`src/rtl/exmemwb_skid_stage.sv`:
```
// EX/MEM-to-WB pipeline buffer with valid/ready handshake, 2-entry skid buffer,
// synchronous flush and registered writeback-data select. Optional: EXMEMWB_STALL_CNT_EN.
module exmemwb_skid_stage #(
  parameter int unsigned DATA_W = 32,
  parameter int unsigned RD_W   = 6,
  parameter int unsigned CTRL_W = 3
) (
  input  logic              clk,
  input  logic              rst,
  input  logic              flush,
  input  logic              in_valid,
  output logic              in_ready,
  input  logic [CTRL_W-1:0] in_ctrl,
  input  logic [DATA_W-1:0] in_mem_res,
  input  logic [DATA_W-1:0] in_alu_res,
  input  logic [RD_W-1:0]   in_rd,
  output logic              out_valid,
  input  logic              out_ready,
  output logic [CTRL_W-1:0] out_ctrl,
  output logic [DATA_W-1:0] out_mem_res,
  output logic [DATA_W-1:0] out_alu_res,
  output logic [RD_W-1:0]   out_rd,
`ifdef EXMEMWB_STALL_CNT_EN
  output logic [15:0]       stall_cnt,
`endif
  output logic [DATA_W-1:0] out_wb_data
);

  typedef enum logic [1:0] {EMPTY, ONE, FULL} state_t;

  state_t state_q, state_d;

  logic [CTRL_W-1:0] main_ctrl_q, skid_ctrl_q;
  logic [DATA_W-1:0] main_mem_q, skid_mem_q;
  logic [DATA_W-1:0] main_alu_q, skid_alu_q;
  logic [RD_W-1:0]   main_rd_q, skid_rd_q;
  logic [DATA_W-1:0] main_wb_q, skid_wb_q;

  logic accept, consume;
  logic ld_main_in, ld_main_skid, ld_skid_in;
  logic [DATA_W-1:0] in_wb;

  // ALUtoReg (ctrl bit1) selects the writeback source at write time.
  assign in_wb = in_ctrl[1] ? in_alu_res : in_mem_res;

  assign in_ready  = (state_q != FULL);
  assign out_valid = (state_q != EMPTY);
  assign accept    = in_valid & in_ready;
  assign consume   = out_valid & out_ready;

  always_comb begin
    state_d      = state_q;
    ld_main_in   = 1'b0;
    ld_main_skid = 1'b0;
    ld_skid_in   = 1'b0;
    case (state_q)
      EMPTY: begin
        if (accept) begin
          ld_main_in = 1'b1;
          state_d    = ONE;
        end
      end
      ONE: begin
        if (consume && accept) begin
          ld_main_in = 1'b1;
        end else if (consume) begin
          state_d = EMPTY;
        end else if (accept) begin
          ld_skid_in = 1'b1;
          state_d    = FULL;
        end
      end
      FULL: begin
        if (consume) begin
          ld_main_skid = 1'b1;
          state_d      = ONE;
        end
      end
      default: state_d = EMPTY;
    endcase
    if (flush) begin
      state_d      = EMPTY;
      ld_main_in   = 1'b0;
      ld_main_skid = 1'b0;
      ld_skid_in   = 1'b0;
    end
  end

  always_ff @(posedge clk) begin
    if (rst) begin
      state_q     <= EMPTY;
      main_ctrl_q <= '0;
      main_mem_q  <= '0;
      main_alu_q  <= '0;
      main_rd_q   <= '0;
      main_wb_q   <= '0;
      skid_ctrl_q <= '0;
      skid_mem_q  <= '0;
      skid_alu_q  <= '0;
      skid_rd_q   <= '0;
      skid_wb_q   <= '0;
    end else begin
      state_q <= state_d;
      if (ld_main_in) begin
        main_ctrl_q <= in_ctrl;
        main_mem_q  <= in_mem_res;
        main_alu_q  <= in_alu_res;
        main_rd_q   <= in_rd;
        main_wb_q   <= in_wb;
      end else if (ld_main_skid) begin
        main_ctrl_q <= skid_ctrl_q;
        main_mem_q  <= skid_mem_q;
        main_alu_q  <= skid_alu_q;
        main_rd_q   <= skid_rd_q;
        main_wb_q   <= skid_wb_q;
      end
      if (ld_skid_in) begin
        skid_ctrl_q <= in_ctrl;
        skid_mem_q  <= in_mem_res;
        skid_alu_q  <= in_alu_res;
        skid_rd_q   <= in_rd;
        skid_wb_q   <= in_wb;
      end
    end
  end

  // Bubbles must never assert RegWrt or Jm.
  assign out_ctrl    = out_valid ? main_ctrl_q : '0;
  assign out_mem_res = main_mem_q;
  assign out_alu_res = main_alu_q;
  assign out_rd      = main_rd_q;
  assign out_wb_data = main_wb_q;

`ifdef EXMEMWB_STALL_CNT_EN
  logic [15:0] stall_q;

  always_ff @(posedge clk) begin
    if (rst) begin
      stall_q <= '0;
    end else if (out_valid && !out_ready && (stall_q != '1)) begin
      stall_q <= stall_q + 16'd1;
    end
  end

  assign stall_cnt = stall_q;
`endif

endmodule

```
`config.mk`:
```
export PLATFORM = sky130hd
export DESIGN_NAME = exmemwb_skid_stage
export DESIGN_NICKNAME = d
export VERILOG_FILES = /design/src/rtl/exmemwb_skid_stage.sv
export SDC_FILE = /design/constraint.sdc
export NUM_CORES = 1
export LEC_CHECK = 0
export CORE_MARGIN = 1
export CORE_UTILIZATION = 51
export CTS_BUF_LIST = sky130_fd_sc_hd__clkbuf_8
export DETAILED_ROUTE_END_ITERATION = 8
export PLACE_DENSITY = 0.81
export SYNTH_ARGS = -nofsm -noshare
export SYNTH_HDL_FRONTEND = slang
export SYNTH_SLANG_ARGS = --single-unit
```
`constraint.sdc`:
```
create_clock -name clk -period 3.2 [get_ports clk]
set_input_delay 0.48 -clock clk [delete_from_list [all_inputs] [get_ports clk]]
set_output_delay 0.48 -clock clk [all_outputs]
set_load 0.02 [all_outputs]
```
==> results by stage <==
Status:
- The flow ran to the end, and the final reports show no timing, DRC or antenna violations.

Cells and area:
- The count of antenna diodes in the layout is 0.
- The count of cells in the finished layout, fillers not included, comes to 1306.
- After the last flow step, the layout net total stands at 1152.
- The area growth from synthesis to layout is 32.0%.
- Counting the fill cells in the layout gives 1235.
- Of the cells placed in the final design, the portion with a size suffix greater than 1 is 0.0603.

Global routing:
- The total global-route track usage is 0.258.
- Entering global routing, the biggest net connects 154 pins.
- After global routing the overflow that remains totals 0.
- The number of global-route vias before repair is 6721.
- The first global-routing pass estimated 33.7 mm of wire.
- The number of antenna violations at the first check in global routing is 0.

Placement:
- The weighted congestion at the end of routability-driven global placement is 0.806.
- The placed instance count is 1248.
- The minimum setup slack after placement is 0.382 ns.
- During placement, the flow inserted port buffers numbering 184.
- The half-perimeter wire length of the detailed placement result is 12.7 mm.

Drt:
- The average wire per standard cell is 16.1 um.
- For this block, the routed nets add up to 21.0 mm of wire.
- For this run, the detailed router's first-pass iteration total came to 5.
- The highest layer touched by signal routing is met4.
- The routed layout has 7297 vias.
- The via density per instance is 5.59.
- In the routed design, unresolved DRC markers number 0.
- The detailed router put a total of 9.20 mm of wire on met1.
- The routed wire length on met2 is 9.98 mm.
- After detailed routing, the met3 layer carries 1.45 mm of wire.
- The detailed router finished its first iteration with 741 violations.
- In this run the remaining antenna-violating nets after routing total 0.

Die:
- The starting density of the core is 0.526.
- In this run the count of I/O pins placed on the die edge is 185.
- The core footprint is 15300 sq um.
- The total die area is 16200 sq um.
- The die is 127 um tall.
- The width of the chip is 127 um.
- The floorplan has 45 rows.

Yosys:
- The share of synthesized cell area in full adder, half adder and majority cells is 0.
- The compound-cell area share of the yosys netlist is 0.234.
- By area the synthesized netlist is led by sky130_fd_sc_hd__dfxtp_1 (53%), sky130_fd_sc_hd__nand2_1 (10%), sky130_fd_sc_hd__a22oi_1 (6.8%), sky130_fd_sc_hd__a21oi_1 (4.7%), sky130_fd_sc_hd__o21ai_1 (4.3%).
- The average instance area after synthesis is 8.73 sq um.
- The post-synthesis share of cell area spent on and, or, nand and nor gates is 0.148.
- In the synthesized netlist the async set-or-reset flop fraction comes to 0.
- The share of the Yosys chip area taken by registers is 0.529.
- The area share of xor/xnor cells in the synthesized design is 0.
- In the post-synthesis netlist, the cell with the most instances is sky130_fd_sc_hd__nand2_1.
- The share of Yosys cell area claimed by the top area cell type is 0.529.
- The number of different library cells used by synthesis comes to 25.
- The number of instances in the synthesized netlist is 919.
- The commonest cells after synthesis are sky130_fd_sc_hd__nand2_1 (221), sky130_fd_sc_hd__dfxtp_1 (212), sky130_fd_sc_hd__a21oi_1 (76).
- Of the post-synthesis cell area, the part taken by muxes is 0.0399.
- The largest family of logic cells by synthesized area is compound AO/OA/AOI/OAI gates.
- The total of flip-flops plus latches after synthesis is 212.
- For this run, the number of Yosys warnings is 0.
- The cell type with the highest aggregate area in the netlist is sky130_fd_sc_hd__dfxtp_1.
- The synthesized net count is 997.
- The synthesized area is 8020 sq um.
- Yosys mapped a number of flops with a built-in enable equal to 0.
- For this run, the leading register cell type out of synthesis is sky130_fd_sc_hd__dfxtp_1.

Timing:
- The total count of max-transition violations in the final report is 0.
- In the post-route analysis, the smallest setup slack over all paths is 0.837 ns.
- The worst slew slack as a fraction of its limit is 0.363.
- The number of hold violations in the final report is 0.
- Setup repair after global routing left no endpoint under its margin.
- At the pin with the least slew margin, the transition time is 0.955 ns.
- Dividing the final minimum period by the clock period gives 0.739.
- Derived from the worst setup path, the maximum achievable clock frequency is 423 MHz.
- Adding up every negative setup slack in the final design gives 0 ns.
- Subtracting the final worst setup slack from the clock period gives 2.36 ns.
- The clock tree skew after final layout is 0.0157 ns.
- The total setup violations reported at the end of the flow is 0.

Critical path:
- STA classifies the critical path endpoint as a primary output.
- The worst register-to-register path ends at skid_alu_q[6]$_SDFFE_PP0P_.
- The register-to-register setup slack is 1.04 ns.
- Data on the critical path is required at its endpoint by 2.72 ns.
- STA classifies the critical path startpoint as a flip-flop.
- The type of the worst setup path is flip-flop to primary output.
- The startpoint identified for the worst register-to-register timing path is state_q[0]$_SDFFE_PP0P_.
- Walking the worst path, the cells encountered are nor2_1 -> nor2b_1 -> clkdlybuf4s50_1.
- The highest cell delay on the worst timing path is 0.65 ns.
- Data on the critical path arrives at its endpoint at 1.88 ns.
- The highest fanout seen on the critical path is 7.
- The worst reg-to-reg path cell count is 4.
- The slowest cell on the critical path is sky130_fd_sc_hd__clkdlybuf4s50_1.

Clock network:
- The buffer count from post-CTS setup fixing is 0.
- The number of buffers on the longest clock path is 3.
- The number of gates resized after CTS was 0.
- The H-tree depth is 2.
- TritonCTS created 35 clock buffers.
- The root buffer selected by CTS is sky130_fd_sc_hd__clkbuf_8.
- After clock tree synthesis, the flow added hold-fix buffers numbering 0.
- The CTS sink count is 212.
- TritonCTS built the clock tree.
- The clock edge transition at the registers on the reported setup and hold paths is 0.06 ns.
- For the worst-skew pair, the clock arrives at the later sink with an insertion delay of 0.50 ns.

Pwr:
- The worst vdd rail ir drop is 0.271 mV.
- The leakage component of the power is 3.71 nW.
- The ratio of total power to cell area is 527 nW/um^2.

Worst hold path:
- The hold path endpoint is skid_mem_q[20]$_SDFFE_PP0P_.
- The hold path startpoint is rst.
- The classification of the worst-slack hold path is input port to flip-flop.
- The hold-critical path depth is 2.

Flow run:
- The reported max-cap violation count is 0.
[per-stage QoR]
step / hold slack, ns / utilization / power (mW) / area (sq um)
2_1_floorplan: 0.423 / - / 3.13 / 8020
3_3_place_gp: 0.433 / 0.652 / 3.45 / 9950
3_5_place_dp: 0.441 / 0.652 / 3.46 / 9950
4_1_cts: 0.292 / 0.694 / 5.62 / 10600
5_1_grt: 0.301 / 0.694 / 5.79 / 10600
6_report: 0.319 / 0.694 / 5.58 / 10600
[cells by family (layout without fill, tap and decap cells)]
group | count (synthesis) | after routing
buffers and inverters | 84 | 260
AND/OR/NAND/NOR | 303 | 303
flip-flops | 212 | 212
AO/OA/AOI/OAI | 288 | 288
multiplexers | 32 | 32
[state kept, by name (all words and copies together) (netlist names)]
name and count:
state_q 2, skid_rd_q 6, out_wb_data 32, out_rd 6, out_mem_res 32, out_alu_res 32
skid_ctrl_q 3, skid_wb_q 32, skid_mem_q 32, main_ctrl_q 3, skid_alu_q 32
[critical path, delay by kind of cell (launching register included)]
family / cells / cell delay, ns
DFF: 1 / 0.43
buffers and inverters: 1 / 0.65
and+or+nand+nor: 2 / 0.30
[worst max-delay path by stage]
stage / start / end / slack [ns] / cells past startpoint
final: state_q[0]$_SDFFE_PP0P_ / out_ctrl[1] / 0.84 / 3
after global routing: in_valid / skid_mem_q[29]$_SDFFE_PP0P_ / 0.69 / 5
after CTS: state_q[0]$_SDFFE_PP0P_ / out_ctrl[1] / 0.82 / 3
after detailed placement: in_valid / skid_mem_q[30]$_SDFFE_PP0P_ / 0.38 / 5
after global placement: in_valid / skid_alu_q[12]$_SDFFE_PP0P_ / 0.46 / 5
after floorplan: flush / out_alu_res[0]$_SDFFE_PP0P_ / 1.49 / 7
[power breakdown]
part           total [mW]  internal [mW]  switching (mW)
Combinational       0.630          0.291           0.339
Sequential           2.77           2.72          0.0477
Clock                2.18           1.18           0.999
[layout by cell type, fill, tap and decap left out]
cell,synthesis,final
sky130_fd_sc_hd__a211oi_1,32,32
sky130_fd_sc_hd__a21oi_1,76,76
sky130_fd_sc_hd__a221o_1,32,32
sky130_fd_sc_hd__a22oi_1,73,73
sky130_fd_sc_hd__a311oi_4,0,1
sky130_fd_sc_hd__and3_2,0,1
sky130_fd_sc_hd__and4bb_4,0,1
sky130_fd_sc_hd__buf_12,0,5
sky130_fd_sc_hd__buf_2,30,1
sky130_fd_sc_hd__buf_4,1,9
sky130_fd_sc_hd__buf_6,5,1
sky130_fd_sc_hd__clkbuf_8,0,42
sky130_fd_sc_hd__clkdlybuf4s50_1,0,182
sky130_fd_sc_hd__clkinv_2,0,1
sky130_fd_sc_hd__dfxtp_1,212,212
sky130_fd_sc_hd__inv_1,4,19
sky130_fd_sc_hd__mux2i_1,32,32
sky130_fd_sc_hd__nand2_1,221,221
sky130_fd_sc_hd__nand2b_1,2,2
sky130_fd_sc_hd__nand3_2,0,1
sky130_fd_sc_hd__nand3_4,0,1
sky130_fd_sc_hd__nor2_1,67,67
sky130_fd_sc_hd__nor2b_1,5,5
sky130_fd_sc_hd__nor3_1,2,1
sky130_fd_sc_hd__nor3_2,0,1
sky130_fd_sc_hd__nor3_4,1,1
sky130_fd_sc_hd__nor4_1,1,1
sky130_fd_sc_hd__o21ai_0,5,5
sky130_fd_sc_hd__o21ai_1,69,69
[layout make-up]
type | count | area [sq um] | area share
Clock inverter | 16 | 61.3 | 0.00579
Timing Repair Buffer | 198 | 2010 | 0.189
Multi-Input combinational cell | 623 | 3420 | 0.323
Tap cell | 211 | 264 | 0.0249
Inverter | 4 | 15.0 | 0.00142
Sequential cell | 212 | 4240 | 0.401
Clock buffer | 42 | 578 | 0.0546
[layer usage]
| layer | vias up | track usage |
|---|---|---|
| li1 | 3535 | - |
| met1 | 3460 | 0.334 |
| met2 | 269 | 0.424 |
| met3 | 33 | 0.0528 |
| met4 | 0 | 0.0959 |
| met5 | - | 0 |
(Power assumes the default switching activity.)
